--- src/rtl/mem_port_arbiter.sv ---
// Arbitrates one single-port synchronous RAM between instruction fetch and load/store.
// Latency: grant and RAM command in the request cycle; read data returns RD_LATENCY cycles later.
// Backpressure: a request is held off (gnt low, halt high) while the port is busy or lost to the other requester.
module mem_port_arbiter #(
    parameter int ADDR_W       = 16,
    parameter int DATA_W       = 32,
    parameter int RD_LATENCY   = 1,
    parameter int STARVE_LIMIT = 4
) (
    input  logic              clk,
    input  logic              rst_n,

    // instruction fetch requester (read only)
    input  logic              if_req,
    input  logic [ADDR_W-1:0] if_addr,
    output logic              if_gnt,
    output logic              if_rvalid,
    output logic [DATA_W-1:0] if_rdata,

    // load/store requester
    input  logic              d_req,
    input  logic              d_we,
    input  logic [ADDR_W-1:0] d_addr,
    input  logic [DATA_W-1:0] d_wdata,
    output logic              d_gnt,
    output logic              d_rvalid,
    output logic [DATA_W-1:0] d_rdata,

    // RAM port
    output logic              mem_en,
    output logic              mem_we,
    output logic [ADDR_W-1:0] mem_addr,
    output logic [DATA_W-1:0] mem_wdata,
    input  logic [DATA_W-1:0] mem_rdata,

    // pipeline freeze
    output logic              halt
);

    // Counters are 4 bits wide, so both limits are folded into that width once here.
    localparam logic [3:0] LAT_INIT  = 4'(RD_LATENCY);
    localparam logic [3:0] STARVE_AT = 4'(STARVE_LIMIT);

    typedef enum logic {
        IDLE,
        RD_WAIT
    } state_t;

    state_t     state;
    state_t     state_nxt;
    logic [3:0] lat_cnt;
    logic [3:0] lat_cnt_nxt;
    logic [3:0] starve_cnt;
    logic [3:0] starve_cnt_nxt;
    logic       owner;        // 0 = fetch owns the outstanding read, 1 = load/store
    logic       owner_nxt;

    logic       rd_done;      // outstanding read returns its data this cycle
    logic       arb_open;     // the RAM port can accept a new command this cycle
    logic       starve_hit;
    logic       if_win;
    logic       d_win;
    logic       rd_grant;

    // Arbitration: load/store wins unless fetch has lost STARVE_LIMIT contested grants in a row.
    // The return cycle of a read is also a free cycle, giving one read every RD_LATENCY cycles.
    always_comb begin
        rd_done    = (state == RD_WAIT) && (lat_cnt == 4'd1);
        arb_open   = rst_n && ((state == IDLE) || rd_done);
        starve_hit = (starve_cnt == STARVE_AT);
        if_win     = arb_open && if_req && (!d_req || starve_hit);
        d_win      = arb_open && d_req && !if_win;
        rd_grant   = if_win || (d_win && !d_we);
    end

    // Output decode: grants, RAM command, read-data steering and the core halt.
    // Everything is forced low while reset is asserted.
    always_comb begin
        if_gnt    = 1'b0;
        d_gnt     = 1'b0;
        if_rvalid = 1'b0;
        d_rvalid  = 1'b0;
        if_rdata  = '0;
        d_rdata   = '0;
        mem_en    = 1'b0;
        mem_we    = 1'b0;
        mem_addr  = '0;
        mem_wdata = '0;
        halt      = 1'b0;
        if (rst_n) begin
            if_gnt = if_win;
            d_gnt  = d_win;
            mem_en = if_win || d_win;
            mem_we = d_win && d_we;
            if (if_win) begin
                mem_addr = if_addr;
            end else if (d_win) begin
                mem_addr = d_addr;
            end
            if (d_win && d_we) begin
                mem_wdata = d_wdata;
            end
            // RAM data is passed straight through in its valid cycle only.
            if (rd_done) begin
                if (owner) begin
                    d_rvalid = 1'b1;
                    d_rdata  = mem_rdata;
                end else begin
                    if_rvalid = 1'b1;
                    if_rdata  = mem_rdata;
                end
            end
            halt = (if_req && !if_win) ||
                   (d_req && !d_win) ||
                   ((state == RD_WAIT) && (lat_cnt > 4'd1));
        end
    end

    // Next-state: track the outstanding read and the fetch starvation run.
    always_comb begin
        state_nxt      = state;
        lat_cnt_nxt    = lat_cnt;
        owner_nxt      = owner;
        starve_cnt_nxt = starve_cnt;

        if (state == RD_WAIT) begin
            lat_cnt_nxt = lat_cnt - 4'd1;
            if (rd_done) begin
                state_nxt = IDLE;
            end
        end

        // A read granted in the return cycle restarts the wait immediately.
        if (rd_grant) begin
            state_nxt   = RD_WAIT;
            lat_cnt_nxt = LAT_INIT;
            owner_nxt   = d_win;
        end

        // The run counts only while fetch is actually waiting; saturation is a guard only.
        if (!if_req || if_win) begin
            starve_cnt_nxt = 4'd0;
        end else if (d_win && (starve_cnt != 4'hF)) begin
            starve_cnt_nxt = starve_cnt + 4'd1;
        end
    end

    // State register; reset drops any outstanding read so no stale rvalid can follow.
    always_ff @(posedge clk) begin
        if (!rst_n) begin
            state      <= IDLE;
            lat_cnt    <= 4'd0;
            starve_cnt <= 4'd0;
            owner      <= 1'b0;
        end else begin
            state      <= state_nxt;
            lat_cnt    <= lat_cnt_nxt;
            starve_cnt <= starve_cnt_nxt;
            owner      <= owner_nxt;
        end
    end

endmodule

--- config.mk ---
export PLATFORM = sky130hd
export DESIGN_NAME = mem_port_arbiter
export DESIGN_NICKNAME = d
export VERILOG_FILES = /design/src/rtl/mem_port_arbiter.sv
export SDC_FILE = /design/constraint.sdc
export NUM_CORES = 1
export LEC_CHECK = 0
export CORE_AREA = 2 2 86 88
export CTS_BUF_LIST = sky130_fd_sc_hd__clkbuf_4
export CTS_CLUSTER_SIZE = 16
export DETAILED_ROUTE_END_ITERATION = 8
export DIE_AREA = 0 0 88 90
export MAX_ROUTING_LAYER = met4
export PLACE_DENSITY = 0.74
export SLEW_MARGIN = 10
export SYNTH_ARGS = -nofsm -noshare
export SYNTH_HDL_FRONTEND = slang
export SYNTH_SLANG_ARGS = --single-unit
--- constraint.sdc ---
create_clock -name clk -period 2.2 [get_ports clk]
set_input_delay 0.22 -clock clk [delete_from_list [all_inputs] [get_ports clk]]
set_output_delay 0.22 -clock clk [all_outputs]
set_load 0.02 [all_outputs]
Word-level counts from Yosys, hierarchy flattened
Cells that the tools add are included.
- $add $sub $neg: 2
- multiply operators: 0
- div/mod/pow operators: 0
- magnitude comparators: 1
- eq/ne operators: 3
- shifts and indexed selects: 0
- multiplexer cells: 27
- bitwise logic cells: 2
- reductions and logical operators: 27
- operator list (kind ; number):
    $mux W32 ; 8
    $mux W16 ; 3
    $mux W1 ; 16
    $logic_and A1 B1 Y1 ; 12
    $logic_or A1 B1 Y1 ; 7
    $logic_not A1 Y1 ; 5
    $add A4 B1 Y4 const B ; 1
    $eq A4 B1 Y1 const B ; 1
    $eq A4 B3 Y1 const B ; 1
    $gt A4 B1 Y1 const B ; 1
    $ne A4 B4 Y1 const B ; 1
    $reduce_or A2 Y1 ; 2
    $sub A4 B1 Y4 const B ; 1
    $not A1 Y1 ; 2
    $reduce_bool A2 Y1 ; 1
- bits in registers: 10
- latch bits: 0
- memory bits (writable): 0
- memory bits (read-only): 0
- bits of input ports: 101
- output and inout bits: 119
- word-level logic and storage cells: 67
- memories: 0

Logic depth before layout (Yosys ltp)
Gate-level depths: netlist of the first run.
- depth after elaboration: 13
- mapped depth: 8
- gate-level depth less buffers: 7

Worst setup path after synthesis of the first run
Ideal clock, no wire load.
- path type: flip-flop to output port
- from: register lat_cnt[0]
- to: output port mem_wdata[22]
- arrival: 1.880 ns
- required time: 1.980 ns
- setup slack: 0.100 ns
- cell stages (with the launch flop): 7
- path buffers: 1
- path through: dfxtp_1 > ha_1 > or3b_4 > nand2_1 > nor4b_2 > buf_2 > and2_1
- cells in the longest elaborated chain, start to end: 11
- elaborated cells between the ends (all ways): 12
- those cells by class: 1 x eq/ne; 2 x mux; 9 x reduce/logical
- RTL lines (element ; line ; source):
    start, declared ; 51 ; logic [3:0] lat_cnt;
    start signal, assigned ; 157 ; lat_cnt <= lat_cnt_nxt;
    $eq A4 B1 Y1 * ; 68 ; rd_done = (state == RD_WAIT) && (lat_cnt == 4'd1);
    $logic_and A1 B1 Y1 * ; 68 ;
    $logic_or A1 B1 Y1 * ; 69 ; arb_open = rst_n && ((state == IDLE) || rd_done);
    $logic_and A1 B1 Y1 * ; 69 ;
    $logic_and A1 B1 Y1 (2 in a row) ; 71 ; if_win = arb_open && if_req && (!d_req || starve_hit);
    $logic_not A1 Y1 ; 72 ; d_win = arb_open && d_req && !if_win;
    $logic_and A1 B1 Y1 * ; 72 ;
    $logic_and A1 B1 Y1 * ; 100 ; if (d_win && d_we) begin
    $mux W32 * ; 100 ;
    $mux W32 * ; 90 ; if (rst_n) begin
    end, declared ; 33 ; output logic [DATA_W-1:0] mem_wdata,
Mark *: on every way between the ends. The rest lies on a longest branch, timed or not.

Worst setup path after layout of the first run
- from: register lat_cnt[1]
- to: output port d_rdata[0]
- cells in the longest elaborated chain, start to end: 4
- RTL lines (element ; line ; source):
    $eq A4 B1 Y1 ; 68 ;
    $logic_and A1 B1 Y1 ; 68 ;
    $mux W32 ; 104 ; if (rd_done) begin
    $mux W32 ; 90 ;
    end, declared ; 27 ; output logic [DATA_W-1:0] d_rdata,
No other way between the ends.

==> impl_metrics.env, run 1 <==
export IMPL_layout_drive_gt1_share_pct=62.8
export IMPL_routed_wl_um=9830
export IMPL_grt_pass1_wl_um=13000
export IMPL_power_density_nw_per_um2=232
export IMPL_cts_tree="built"
export IMPL_clock_path_buffers=2
export IMPL_leakage_uw=0.00234
export IMPL_yosysTopAreaCell="and2_1"
export IMPL_start_util_pct=20.5
export IMPL_tns_ns=-17.17
export IMPL_drc=0
export IMPL_grt_total_usage_pct=21.4
export IMPL_regArea_um2=203
export IMPL_clk_pin_slew_ns=0.07
export IMPL_crit_top_cell="buf_6"
export IMPL_htreeDepth=1
export IMPL_n_antenna_cell=0
export IMPL_grt_overflow=0
export IMPL_dp_hpwl_um=6180
export IMPL_status="complete, but fails checks"
export IMPL_path_buf_inv=5
export IMPL_path_max_fanout=8
export IMPL_ant_nets=0
export IMPL_cap_viol_max_count=0
export IMPL_critical_path_max_stage_delay_ns=0.40
export IMPL_maxSlewViolCount=0
export IMPL_arrival_ns=2.21
export IMPL_worst_setup_path_type="register to output port"
export IMPL_crit_family="simple AND/OR/NAND/NOR gates"
export IMPL_ys_seq_area_share_pct=13.9
export IMPL_synth_xor_area_share_pct=1.83
export IMPL_ys_types=34
export IMPL_numCtsBuffers=3
export IMPL_pin_count=220
export IMPL_post_route_min_period_ns=2.43
export IMPL_setup_viol=114
export IMPL_synthFlopType="dfxtp_1"
export IMPL_root_buffer="clkbuf_4"
export IMPL_slowest_stage="or3b_4"
export IMPL_cts_sinks=10
export IMPL_muxShareOfSynthArea_pct=0
export IMPL_worst_pin_slew_ns=0.361
export IMPL_synth_commonest_cells="and2_1 (98), a22o_1 (16), dfxtp_1 (10)"
export IMPL_die_area_um2=7920
export IMPL_peakVddDrop_mv=0.144
export IMPL_ys_ff_latch=10
export IMPL_nFillCells=487
export IMPL_final_cell_area_um2=4960
export IMPL_total_power_uw=1150
export IMPL_violations="negative setup slack"
export IMPL_fp_dieH_um=90
export IMPL_worstSetupEndpointType="output port"
export IMPL_path_cells="inv_2 > ha_4 > or3b_4 > or2_4 > nor2_4 > buf_6 > buf_12 > buf_6 > and2_4 > buf_6"
export IMPL_max_clock_freq_ghz=0.411
export IMPL_fin_skew_ns=0.000901
export IMPL_syn_mean_instance_area_um2=7.18
export IMPL_yosysMostFrequentCell="and2_1"
export IMPL_synthSimpleGateAreaFrac_pct=53.4
export IMPL_cp_required_ns=1.98
export IMPL_hold_viol_final=0
export IMPL_placed_area_um2=3960
export IMPL_rsz0062_at_grt="true"
export IMPL_nets=579
export IMPL_synth_top_family_by_area="simple AND/OR/NAND/NOR gates"
export IMPL_antenna_found_initial=0
export IMPL_multi_input_area_um2=1420
export IMPL_syn_inst=200
export IMPL_core_area_um2=7020
export IMPL_relSlewSlack_pct=75.6
export IMPL_gp_congestion=0.807
export IMPL_clock_latency_ns=0.26
export IMPL_synth_area_um2=1440
export IMPL_ys_warn_count=0
export IMPL_viasPerCell=4.55
export IMPL_chipWidth_um=88
export IMPL_rows=31
export IMPL_synth_compound_area_share_pct=19.9
export IMPL_hp_class="register to register"
export IMPL_synthTopCellsByArea="and2_1 (43%), dfxtp_1 (14%), a22o_1 (9.8%), ha_1 (3.5%), buf_2 (2.4%)"
export IMPL_synthArstFlopShare_pct=0
export IMPL_vias=2601
export IMPL_startpoint_type="register"
export IMPL_drt_pre_antenna_iters=4
export IMPL_synth_edff_count=0
export IMPL_grt_max_degree=34
export IMPL_yosys_area_share_adder_pct=3.48
export IMPL_holdBufCountCts=0
export IMPL_io_buffers=219
export IMPL_grt_pass1_vias=2615
export IMPL_fin_crit_sh_pct=111
export IMPL_drtIter0Drc=53
export IMPL_area_growth_pct=246
export IMPL_dpl_cell_count=531
export IMPL_layout_setup_ws_ns=-0.232
export IMPL_post_place_ws_ns=-0.382
export IMPL_synth_nets=305
export IMPL_finalNonFillerCells=572
export IMPL_netlist_area_leader_share_pct=42.7
export IMPL_wl_per_cell_um=17.2
==> sequential cells by signal, indices dropped and copies added (netlist names) <==
signal / count
state: 1
starve_cnt: 4
lat_cnt: 4
owner: 1
==> final cells by class <==
type / count / area share [%]
clock inverter: 1 / 0.0756
timing repair buffer: 284 / 63.6
sequential: 10 / 4.08
inverter: 8 / 0.655
multi-input combinational: 167 / 28.6
clock buffer: 3 / 0.454
tap: 99 / 2.49
==> cell families (layout without fill, tap and decap cells) <==
group	count (synthesis)	in the layout
xor gates and xnor gates	3	3
DFF	10	10
and+or+nand+nor	124	124
buffers and inverters	23	296
adders and majority gates	4	4
AOI/OAI and AO/OA	36	36
==> routing by layer <==
metal / GRT usage (%) / share of wire, % / vias up
li1: - / - / 1225
met1: 20.1 / 34 / 1200
met2: 41.4 / 56 / 157
met3: 4.87 / 8.8 / 19
met4: 6.92 / 2.1 / 0
met5: - / 0 / -
==> per-stage QoR <==
stage | hold slack [ns] | util (%)
6_report | 0.568 | 70.7
5_1_grt | 0.584 | 70.7
4_1_cts | 0.556 | 63.7
3_5_place_dp | 0.497 | 56.4
3_3_place_gp | 0.491 | 56.4
2_1_floorplan | 0.319 | -
==> layout by cell type, fill, tap and decap left out, drive strengths merged, types with 2 or more instances in the layout <==
| master | instances |
|---|---|
| nor2 | 3 |
| clkbuf | 10 |
| and2 | 98 |
| a22o | 16 |
| nand3 | 4 |
| a21boi | 3 |
| clkdlybuf4s50 | 100 |
| ha | 4 |
| buf | 177 |
| o211a | 2 |
| inv | 8 |
| and3 | 2 |
| a21o | 2 |
| nand2 | 9 |
| dfxtp | 10 |
| o21ai | 3 |
| xor2 | 2 |
| nor4b | 2 |
| a21oi | 4 |
==> what timing repair did <==
item,in CTS,in global routing
buffers inserted,21,7
endpoints found under the setup margin,119,119
pin swaps,24,44
resized for setup,719,125
gates cloned,6,6
hold endpoints to repair,0,0
==> where the power goes <==
part	internal, µW	switching, µW	leakage (µW)
combinational	497	313	0.00224
clock	65.5	67.4	0.0000154
sequential	197	12.3	0.0000823
==> worst paths after layout <==
path | start | to | slack [ns] | cells after the start
setup reg to reg | lat_cnt[1]$_SDFFE_PP0P_ | starve_cnt[3]$_SDFFE_PP0P_ | 0.05 | 7
setup / recovery | lat_cnt[1]$_SDFFE_PP0P_ | d_rdata[0] | -0.23 | 10
hold / removal | starve_cnt[0]$_SDFFE_PP0P_ | starve_cnt[0]$_SDFFE_PP0P_ | 0.57 | 3
hold reg to reg | starve_cnt[0]$_SDFFE_PP0P_ | starve_cnt[0]$_SDFFE_PP0P_ | 0.57 | 3
==> worst reg2reg max path, cell delays in order (launching register included) <==
cell and delay, ns:
dfxtp_2 0.33, inv_2 0.07, ha_4 0.12, or3b_4 0.40, a211o_1 0.36, buf_4 0.17, or4b_1 0.47, o211a_1 0.14
(Power assumes the default switching activity.)
==> run 2, diff against run 1 <==
--- a/config.mk
+++ b/config.mk
@@ -5,6 +5,7 @@
 export SDC_FILE = /design/constraint.sdc
 export NUM_CORES = 1
 export LEC_CHECK = 0
+export CAP_MARGIN = 20
 export CORE_AREA = 2 2 86 88
 export CTS_BUF_LIST = sky130_fd_sc_hd__clkbuf_4
 export CTS_CLUSTER_SIZE = 16
==> results of run 2 <==
Final layout, timing and power as in run 1 (identical DEF).
==> RTL edit 1: new RTL, flow settings as in run 1 <==
Reset style: asynchronous (`rst_n`), changed in one clocked block.
--- a/src/rtl/mem_port_arbiter.sv
+++ b/src/rtl/mem_port_arbiter.sv
@@ -148,3 +148,3 @@
     // State register; reset drops any outstanding read so no stale rvalid can follow.
-    always_ff @(posedge clk) begin
+    always_ff @(posedge clk or negedge rst_n) begin
         if (!rst_n) begin
Behaviour: same outputs for any inputs over 4 cycles, from zero or initial values and one cycle with rst_n low; that may be too few to reach the edited logic, so the function may still have changed.
==> RTL edit 1 against run 1 <==
- the flow still finishes with violations (setup timing)
- count of clock-buffer cells in the layout stayed put
- critical path depth is 2 lower
- maximum frequency is 1.8% lower
- sequential cell count stayed put
- utilization is 4.6 points lower
- area after synthesis is 4.0% higher
- non-clock buffer count is 23 lower
- global-route usage is 0.63 points lower
- cell area is 6.6% lower
- die area stayed put
- routed wire length is 3.9% lower
- final cell count is 3.0% lower
- worst setup slack worse by 0.044 ns
Power is not compared: it rests on default switching activity, and its combinational part moved more than twofold at a synthesized area within 25%.
==> RTL edit 1: results (changes against run 1) <==
synthAdderAreaFrac: 0.0335  # -0.00134
m1WireLength_mm: 3.53  # +7.2%
ys_types: 36  # +5.9%
synth-xor-area-share: 0.0176  # -0.000705
drt_wl_total_mm: 9.45  # -3.9%
grt_pass1_wl_mm: 12.9  # -1.2%
arrival_ns: 2.26  # +0.05 ns
globalplace.congestion: 0.810  # +0.36%
violations: "setup timing"
synth_compound_area_frac: 0.183  # -0.0169
outcome: "complete, but fails checks"
setup_ws_ns: -0.276  # -0.0440 ns
synth_top_cells_by_area: "and2_1 (28%), dfrtp_1 (17%), and3_1 (14%), a22o_1 (9.4%), ha_1 (3.4%)"
setup_viol: 119  # +4.4%
grt_pass1_vias: 2484  # -5.0%
crit_path_max_fanout: 9  # +1
stdcell_count: 555  # -3.0%
vias: 2554  # -1.8%
syn_nets: 308  # +0.98%
met2_usage: 0.373  # -0.0410
dp.cells: 527  # -0.75%
synth.avg_cell_area_um2: 7.36  # +2.5%
hpwl_mm: 6.11  # -1.2%
skew_ns: 0.00554  # +0.00464 ns
routed-wl-met3_um: 677  # -21%
cts_setup_buffers: 8  # -62%
synth_seq_area_share: 0.168  # +0.0281
drive_above_1_share: 0.570  # -0.0577
synthFlopType: "dfrtp_1"
tns_ns: -24.63  # -7.45 ns
cts_resized: 643  # -11%
grt.total_usage: 0.208  # -0.00631
n_fill_cell: 588  # +21%
[RTL edit 1: stage by stage]
stage	setup slack, ns	area (um2)	utilization
after floorplan	-0.00118	1490	-
after global placement	-0.517	3940	0.562
after detailed placement	-0.531	3940	0.562
after CTS	-0.240	4060	0.578
after global routing	-0.360	4640	0.661
final	-0.276	4640	0.661
[RTL edit 1: critical path, delay by kind of cell (launching register included)]
kind	cells	cell delay, ns
compound gates	2	0.48
buf+inv	3	0.35
flops	1	0.39
simple gates	2	0.64
fa+ha+maj	1	0.12
[RTL edit 1: final cells by class]
class | instances | area, um2 | share of cell area
multi-input combinational | 167 | 1430 | 0.309
tap | 99 | 124 | 0.0267
timing repair buffer | 261 | 2700 | 0.581
sequential | 10 | 250 | 0.0539
clock buffer | 3 | 22.5 | 0.00485
timing repair inverter | 6 | 67.6 | 0.0146
inverter | 8 | 42.5 | 0.00917
clock inverter | 1 | 3.75 | 0.000809
[RTL edit 1: power groups by stage]
stage | clock network [mW] | registers (mW) | logic (mW)
2_1_floorplan | 0 | 0.289 | 0.654
6_report | 0.129 | 0.305 | 1.69
4_1_cts | 0.132 | 0.297 | 1.48
3_3_place_gp | 0 | 0.288 | 1.33
5_1_grt | 0.140 | 0.314 | 1.80
3_5_place_dp | 0 | 0.289 | 1.34
[RTL edit 1: path summary, 6_finish.rpt]
check | from | end | slack, ns | cells past startpoint
worst min register to register | starve_cnt[3] | starve_cnt[3] | 0.60 | 1
worst min-delay path | rst_n | lat_cnt[1] | 0.34 | 2
min in group clk | starve_cnt[3] | starve_cnt[3] | 0.60 | 1
max in group asynchronous | rst_n | starve_cnt[0] | 1.66 | 3
worst max-delay path | lat_cnt[1] | mem_addr[7] | -0.28 | 8
worst max register to register | lat_cnt[1] | starve_cnt[3] | -0.08 | 9
==> RTL edit 2: new RTL, settings of run 1 <==
Without the edit above. `DATA_W`: 32 -> 28.
--- a/src/rtl/mem_port_arbiter.sv
+++ b/src/rtl/mem_port_arbiter.sv
@@ -5,3 +5,3 @@
     parameter int ADDR_W       = 16,
-    parameter int DATA_W       = 32,
+    parameter int DATA_W       = 28,
     parameter int RD_LATENCY   = 1,
Ports: changed (5 resized); port bits go from 220 to 200. The function was not compared with the original's and may differ.
==> RTL edit 2 against run 1 <==
- the run still ends with setup timing left
- cell area decreased by 28%
- sequential cell count unchanged
- area after synthesis decreased by 4.1%
- power decreased by 22%
- largest power group unchanged
- highest routed layer unchanged
- final cell count decreased by 11%
- routed wire length decreased by 28%
- critical path depth decreased by 2
- non-clock buffer count decreased by 56
- worst setup slack improved by 0.16 ns
==> RTL edit 2: results (changes against run 1) <==
outcome: "complete, but fails checks"
violations: "setup timing"
skew_ns: 0.00605  # +0.00515 ns
setup_viol: 45  # -61%
drive_above_1_share: 0.394  # -0.234
cts_setup_buffers: 4  # -81%
setup_ws_ns: -0.0763  # +0.156 ns
cts_resized: 321  # -55%
avgRoutedWirePerCell_um: 13.9  # -19%
diodes: 0  # unchanged
slowest_delay_ns: 0.37  # -0.03 ns
globalplace.congestion: 0.795  # -1.5%
timing.rr.end: "starve_cnt[2]"
htreeDepth: 1  # unchanged
hp-class: "reg -> reg"
first_iter_violations: 48  # -9.4%
ys_types: 35  # +2.9%
top_regs: "lat_cnt x4, starve_cnt x4"
syn_nets: 292  # -4.3%
hpwl_mm: 5.73  # -7.3%
arrival_ns: 2.06  # -0.15 ns
crit_path_max_fanout: 15  # +7
total_leakage_power_nw: 1.74  # -26%
crit_family: "simple AND/OR/NAND/NOR gates"
regToRegSetupSlack_ns: 0.23  # +0.18 ns
dr.pass1.iters: 4  # unchanged
yosys-top-cells-count: "and2_1 (57), and3_1 (30), a22o_1 (16)"
synthAdderAreaFrac: 0.0363  # +0.00149
synth-xor-area-share: 0.0191  # +0.000781
tightest_slew_ns: 0.387  # +0.0263 ns
cp-endpoint: "mem_wdata[16]"
clock_latency_ns: 0.26  # about the same
synth_top_cells_by_area: "and2_1 (26%), dfxtp_1 (15%), and3_1 (14%), a22o_1 (10%), ha_1 (3.6%)"
synth_compound_area_frac: 0.186  # -0.0133
tns_ns: -2.42  # +14.76 ns
place_area_um2: 3650  # -7.7%
yosysWarnings: 0  # unchanged
grt_pass1_vias: 2217  # -15%
ir_drop_uv: 143  # -0.87%
finalHoldViolCount: 0  # unchanged
numCtsBuffers: 3  # unchanged
vias_per_cell: 4.39  # -3.5%
grt_max_degree: 30  # -12%
grt.total_usage: 0.168  # -0.0459
r2r_cells: 9  # +2
port_buffers: 199  # -9.1%
synth_seq_area_share: 0.145  # +0.00595
finish.net_count: 507  # -12%
grt_pass1_wl_mm: 10.6  # -19%
-- RTL edit 2: changes by cell type after synthesis, moves of 3 or more --
cell,run 1,this run
and2_1,98,57
nor2_1,3,10
and3_1,2,30
buf_2,7,4
clkbuf_1,6,11
and4b_1,0,3
-- RTL edit 2: routing by layer --
layer  wire length (um)  share of wire  vias up  GRT usage
met2               3610           0.51      137      0.313
met5                  0              0        -          -
met1               2610           0.37      991      0.187
li1                   -              -     1096          -
met4                 48         0.0068        0     0.0231
met3                784           0.11        4     0.0312
-- RTL edit 2: worst min-delay path by stage --
stage / startpoint / to / slack, ns
after floorplan: lat_cnt[1] / lat_cnt[1] / 0.47
after global placement: owner / owner / 0.58
after detailed placement: owner / owner / 0.60
after CTS: starve_cnt[0] / starve_cnt[0] / 0.62
after global routing: starve_cnt[0] / starve_cnt[0] / 0.65
final: starve_cnt[0] / starve_cnt[0] / 0.62
-- RTL edit 2: through the flow --
stage / hold WS (ns) / setup WS, ns / cells
after detailed placement: 0.605 / -0.278 / 499
after global placement: 0.577 / -0.275 / 499
after floorplan: 0.468 / 0.188 / 195
after CTS: 0.618 / -0.0770 / 509
after global routing: 0.647 / -0.175 / 508
final: 0.616 / -0.0763 / 508
-- RTL edit 2: power by group --
part | internal (mW) | leakage [nW] | switching [mW]
sequential | 0.193 | 0.0823 | 0.0118
clock | 0.0653 | 0.0154 | 0.0612
combinational | 0.341 | 1.65 | 0.227
-- RTL edit 2: cell type report --
cell class | count | area [um2]
Clock buffer | 3 | 22.5
Clock inverter | 1 | 3.75
Fill cell | 688 | 3440
Inverter | 7 | 31.3
Multi-Input combinational cell | 160 | 1170
Sequential cell | 10 | 203
Tap cell | 99 | 124
Timing Repair Buffer | 228 | 2030
